[src/rtl/decay_pkg.sv]
// Shared types and constants for the current-decay scheduler.
// Holds the Q4.12 fixed-point defaults, FSM state and MAC mode types, and the saturate helpers.
// No logic of its own; the helpers are pure functions.
package decay_pkg;

  localparam int DATA_W = 17;
  localparam int FRAC_W = 12;

  typedef logic signed [DATA_W-1:0] fix_t;

  // ~0.95 in Q4.12
  localparam fix_t DECAY_RESET = 17'sd3891;

  typedef enum logic [1:0] {
    IDLE  = 2'd0,
    SWEEP = 2'd1,
    DONE  = 2'd2
  } state_t;

  typedef enum logic {
    MAC_MUL = 1'b0,
    MAC_ADD = 1'b1
  } mac_mode_t;

  // Clamp a wide signed value into the range of a w-bit signed number.
  function automatic longint sat_clamp(input longint v, input int w);
    longint hi;
    longint lo;
    hi = (64'sd1 <<< (w - 1)) - 64'sd1;
    lo = -hi - 64'sd1;
    if (v > hi)      return hi;
    else if (v < lo) return lo;
    else             return v;
  endfunction

  // High when v does not fit in a w-bit signed number.
  function automatic logic sat_hit(input longint v, input int w);
    return (sat_clamp(v, w) != v);
  endfunction

endpackage

[src/rtl/decay_mac.sv]
// Shared arithmetic unit: signed multiply + floor shift, or signed add, then fit to DATA_W.
// Latency: purely combinational.
// Backpressure: none; result follows operands in the same cycle.
// Ports: mode (MAC_MUL / MAC_ADD), a, b operands, res result, sat = result was clamped.
// Build option DECAY_SAT_EN: defined -> clamp and flag; undefined -> two's-complement wrap, sat=0.
module decay_mac
  import decay_pkg::*;
#(
  parameter int DATA_W = decay_pkg::DATA_W,
  parameter int FRAC_W = decay_pkg::FRAC_W
) (
  input  mac_mode_t                 mode,
  input  logic signed [DATA_W-1:0]  a,
  input  logic signed [DATA_W-1:0]  b,
  output logic signed [DATA_W-1:0]  res,
  output logic                      sat
);

  logic signed [2*DATA_W-1:0] prod;
  longint                     wide;

  always_comb begin
    prod = a * b;
    // Arithmetic shift on the sign-extended product gives floor rounding.
    if (mode == MAC_MUL) wide = longint'(prod) >>> FRAC_W;
    else                 wide = longint'(a) + longint'(b);
`ifdef DECAY_SAT_EN
    res = DATA_W'(sat_clamp(wide, DATA_W));
    sat = sat_hit(wide, DATA_W);
`else
    res = DATA_W'(wide);
    sat = 1'b0;
`endif
  end

endmodule

[src/rtl/decay_sched.sv]
// Time-multiplexed synaptic-current decay: one neuron per cycle through a shared MAC on each step.
// Latency: out_curr for neuron k appears 1 cycle after it is processed; sweep = NUM_NEURONS + 1 cycles.
// Backpressure: injections accepted only while idle (inj_ready); step/cfg ignored while busy.
// Ports: clk/rst (async, active-high); step starts a sweep; cfg_we/cfg_decay load the decay factor;
//        inj_* add current to one neuron; out_valid/out_addr/out_curr stream decayed currents;
//        busy, done (last-neuron pulse), sat_err (sticky). Build option: DECAY_SAT_EN.
module decay_sched
  import decay_pkg::*;
#(
  parameter int NUM_NEURONS = 16,
  parameter int ADDR_W      = 4,
  parameter int DATA_W      = decay_pkg::DATA_W,
  parameter int FRAC_W      = decay_pkg::FRAC_W,
  parameter logic signed [DATA_W-1:0] DECAY_RESET = DATA_W'(decay_pkg::DECAY_RESET)
) (
  input  logic                      clk,
  input  logic                      rst,
  input  logic                      step,
  input  logic                      cfg_we,
  input  logic signed [DATA_W-1:0]  cfg_decay,
  input  logic                      inj_valid,
  output logic                      inj_ready,
  input  logic [ADDR_W-1:0]         inj_addr,
  input  logic signed [DATA_W-1:0]  inj_curr,
  output logic                      busy,
  output logic                      out_valid,
  output logic [ADDR_W-1:0]         out_addr,
  output logic signed [DATA_W-1:0]  out_curr,
  output logic                      done,
  output logic                      sat_err
);

  localparam logic [ADDR_W-1:0] LAST = ADDR_W'(NUM_NEURONS - 1);

  state_t                     state;
  logic [ADDR_W-1:0]          idx;
  logic signed [DATA_W-1:0]   decay;
  logic signed [DATA_W-1:0]   mem [NUM_NEURONS];

  logic                       in_sweep;
  logic                       inj_hit;
  logic [ADDR_W-1:0]          rd_addr;
  mac_mode_t                  mac_mode;
  logic signed [DATA_W-1:0]   mac_a;
  logic signed [DATA_W-1:0]   mac_b;
  logic signed [DATA_W-1:0]   mac_res;
  logic                       mac_sat;

  assign in_sweep  = (state == SWEEP);
  assign busy      = (state != IDLE);
  assign inj_ready = (state == IDLE) && !step;
  // Out-of-range addresses still handshake but never touch the array.
  assign inj_hit   = inj_valid && inj_ready && (int'(inj_addr) < NUM_NEURONS);

  // Sweeps and injections never overlap, so one MAC serves both.
  assign rd_addr  = in_sweep ? idx : inj_addr;
  assign mac_mode = in_sweep ? MAC_MUL : MAC_ADD;
  assign mac_a    = mem[rd_addr];
  assign mac_b    = in_sweep ? decay : inj_curr;

  decay_mac #(
    .DATA_W (DATA_W),
    .FRAC_W (FRAC_W)
  ) u_mac (
    .mode (mac_mode),
    .a    (mac_a),
    .b    (mac_b),
    .res  (mac_res),
    .sat  (mac_sat)
  );

  always_ff @(posedge clk or posedge rst) begin
    if (rst) begin
      state     <= IDLE;
      idx       <= '0;
      decay     <= DECAY_RESET;
      sat_err   <= 1'b0;
      out_valid <= 1'b0;
      done      <= 1'b0;
      out_addr  <= '0;
      out_curr  <= '0;
      for (int i = 0; i < NUM_NEURONS; i++) mem[i] <= '0;
    end else begin
      out_valid <= 1'b0;
      done      <= 1'b0;
      case (state)
        IDLE: begin
          if (cfg_we) decay <= cfg_decay;
          if (step) begin
            state <= SWEEP;
            idx   <= '0;
          end else if (inj_hit) begin
            mem[inj_addr] <= mac_res;
            if (mac_sat) sat_err <= 1'b1;
          end
        end
        SWEEP: begin
          mem[idx]  <= mac_res;
          if (mac_sat) sat_err <= 1'b1;
          out_valid <= 1'b1;
          out_addr  <= idx;
          out_curr  <= mac_res;
          if (idx == LAST) begin
            // done is registered alongside the last neuron's output.
            state <= DONE;
            done  <= 1'b1;
            idx   <= '0;
          end else begin
            idx <= idx + ADDR_W'(1);
          end
        end
        DONE:    state <= IDLE;
        default: state <= IDLE;
      endcase
    end
  end

endmodule

[config.mk]
export PLATFORM = sky130hd
export DESIGN_NAME = decay_sched
export DESIGN_NICKNAME = d
export VERILOG_FILES = /design/src/rtl/decay_pkg.sv /design/src/rtl/decay_mac.sv /design/src/rtl/decay_sched.sv
export SDC_FILE = /design/constraint.sdc
export NUM_CORES = 2
export LEC_CHECK = 0
export ABC_AREA = 1
export BUFFER_PORTS_ARGS = -buffer_cell sky130_fd_sc_hd__buf_2
export CAP_MARGIN = 20
export CORE_MARGIN = 5
export CORE_UTILIZATION = 52
export CTS_BUF_LIST = sky130_fd_sc_hd__clkbuf_16
export DETAILED_ROUTE_END_ITERATION = 6
export MAX_ROUTING_LAYER = met4
export PLACE_DENSITY = 0.7
export RECOVER_POWER = 25
export SYNTH_ARGS = -nofsm -noshare
export SYNTH_HDL_FRONTEND = slang
export SYNTH_SLANG_ARGS = --single-unit
[constraint.sdc]
create_clock -name clk -period 11.7 [get_ports clk]
set_input_delay 1.17 -clock clk [delete_from_list [all_inputs] [get_ports clk]]
set_output_delay 1.17 -clock clk [all_outputs]
set_load 0.02 [all_outputs]
==> results.sh <==
export IMPL_required_ns=12.14
export IMPL_critical_path_startpoint_type="register"
export IMPL_violations="capacitance limit, slew limit"
export IMPL_grt_max_degree=187
export IMPL_cts_made_buffers=37
export IMPL_syn_to_final_growth_pct=7.84
export IMPL_final_cell_mix="nand2_1, nor2_1, inv_1"
export IMPL_finalSetupViolCount=0
export IMPL_arrival_ns=10.73
export IMPL_clockRootBuffer="clkbuf_16"
export IMPL_drc_errors=0
export IMPL_synth_distinct_cells=50
export IMPL_netlist_top_cell_by_area="dfrtp_1"
export IMPL_fin_crit_sh_pct=88.0
export IMPL_drtIter0Drc=1967
export IMPL_antenna_found_initial=0
export IMPL_num_vias=22571
export IMPL_drtPass1Iterations=5
export IMPL_pin_count=69
export IMPL_core_sq_mm=0.0491
export IMPL_tritoncts="done"
export IMPL_reg2reg_from="state[0]$_DFFE_PP0P_"
export IMPL_dp_cells=3886
export IMPL_cts_buffer_depth=3
export IMPL_rsz0062_at_grt="no"
export IMPL_hp_class="reg -> reg"
export IMPL_async_flop_share_pct=100
export IMPL_nFillCells=4644
export IMPL_gp_congestion=0.991
export IMPL_slowest_stage="nand2_1"
export IMPL_initial_core_util_pct=52.7
export IMPL_nNetsFinal=3653
export IMPL_cts_sinks=318
export IMPL_final_cell_count_no_fill=3955
export IMPL_cap_viol_max_count=2
export IMPL_die_area_sq_mm=0.0542
export IMPL_io_buffer_count=67
export IMPL_hold_buffers=0
export IMPL_outcome="finished with violations"
export IMPL_grt_use_total_pct=32.0
export IMPL_ys_seq_area_share_pct=30.8
export IMPL_grt_pass1_wl_mm=130
export IMPL_min_delay_start="decay[11]$_DFFE_PP1P_"
export IMPL_htree_levels=2
export IMPL_synth_top_area_share_pct=30.0
export IMPL_vias_per_cell=5.71
export IMPL_fin_crit_ns=10.29
export IMPL_relSlewSlack_pct=-326
export IMPL_synth_edf_count=0
export IMPL_die_h_um=233
export IMPL_post_cts_setup_buffers=0
export IMPL_hold_viol=0
export IMPL_ys_ff_latch=318
export IMPL_detail_route_wl_per_cell_um=21.1
export IMPL_worst_setup_path_end_kind="register"
export IMPL_cts_reportedPaths_clkPinSlew_ns=0.06
export IMPL_syn_area_per_cell_sq_um=7.89
export IMPL_synth_fp_nets=3666
export IMPL_postRouteAntennaNets=0
export IMPL_cp_common_cell="fa_1"
export IMPL_skew_ns=0.0316
export IMPL_crit_start="state[0]$_DFFE_PP0P_"
export IMPL_drv_slew=199
export IMPL_clkLatencyLatePin_ns=0.56
export IMPL_synth_area_leaders="dfrtp_1, fa_1, nand2_1, nor2_1, inv_1"
export IMPL_synth_cells=3275
export IMPL_grt_pass1_vias=22327
export IMPL_fin_tns_setup_ns=0
export IMPL_cts_resized=0
export IMPL_syn_area_sq_mm=0.0258
export IMPL_drive_gt1_share_pct=6.78
export IMPL_max_freq_mhz=97.2
export IMPL_cp_max_fo=54
export IMPL_finish_utilization_pct=56.8
export IMPL_crit_type="reg -> reg"
export IMPL_antenna_diode_count=0
export IMPL_grt_overflow=0
export IMPL_synth_ff_type="dfrtp_1"
export IMPL_drt_wl_total_mm=83.3
export IMPL_worst_pin_slew_ns=6.40
export IMPL_place_hpwl_mm=59.2
export IMPL_rrSetupSlack_ns=1.41
export IMPL_cpPeakStageDelay_ns=0.60
export IMPL_die_x_um=233
export IMPL_yosysWarnings=0
export IMPL_mostFrequentLayoutCell="nand2_1"
export IMPL_rows=81
==> flip-flops by register name, summed over array words and instances, names as in the netlist <==
signal     flops
mem          272
out_curr      17
out_addr       4
done           1
state          2
idx            4
decay         17
out_valid      1
==> final timing paths <==
path                                           endpoint  depth (start not counted)
worst max-delay path               mem[211]$_DFFE_PP0P_                         29
worst min-delay path              decay[11]$_DFFE_PP1P_                          2
worst max register to register     mem[211]$_DFFE_PP0P_                         29
worst min register to register    decay[11]$_DFFE_PP1P_                          2
max in group asynchronous       out_curr[2]$_DFFE_PP0P_                          2
min in group asynchronous          mem[255]$_DFFE_PP0P_                          2
==> synthesized netlist by cell type (12+ instances only) <==
cell type	n
a21oi_1	351
a31oi_1	33
a32o_1	19
buf_1	15
buf_2	34
buf_4	13
clkbuf_1	98
dfrtp_1	310
fa_1	253
ha_1	95
inv_1	489
nand2_1	561
nand2_2	12
nand3_1	204
nor2_1	530
o211ai_1	25
o21a_1	12
o21ai_0	77
xor2_1	12
==> per-layer routing <==
layer | global-route usage [%] | part of all wire, % | wire (um) | vias up
met5 | - | 0 | 0 | -
met4 | 12.0 | 4.4 | 3660 | 0
met3 | 3.49 | 6.6 | 5530 | 184
met2 | 51.3 | 48 | 39600 | 906
met1 | 42.4 | 41 | 34500 | 11217
li1 | - | - | - | 10264
==> per-stage QoR <==
step	setup slack (ns)	cell area (sq um)	hold WS, ns
6_report	1.41	27900	0.468
4_1_cts	1.62	27900	0.474
2_1_floorplan	1.74	25800	0.446
3_5_place_dp	1.60	26700	0.464
3_3_place_gp	1.70	26600	0.458
5_1_grt	0.986	27900	0.484
==> worst max-delay path: cells and delay by family (launching register included) <==
family                     cells  cell delay [ns]
DFF                            1             0.44
adders and majority gates      8             3.63
and+or+nand+nor                8             2.54
AOI/OAI and AO/OA              6             1.69
buffers and inverters          7             1.77
==> cells by family after synthesis <==
group | after synthesis | share of synthesized area (%)
and+or+nand+nor | 1339 | 21.0
adders and majority gates | 348 | 24.2
muxes | 1 | 0.0436
xor gates and xnor gates | 22 | 0.881
DFF | 318 | 30.8
buffers and inverters | 668 | 10.3
AOI/OAI and AO/OA | 578 | 12.8
other | 1 | 0.0145
==> layout make-up <==
cell class,count,area [sq um],area share [%]
sequential,318,7970,28.6
inverter,501,1880,6.76
clock buffer,38,951,3.41
multi-input combinational,2289,15200,54.7
tap,664,831,2.98
timing repair buffer,115,731,2.62
clock inverter,30,263,0.943
Power is not shown: default switching activity piles up to over one toggle a cycle in this logic, so the estimate is an artifact.
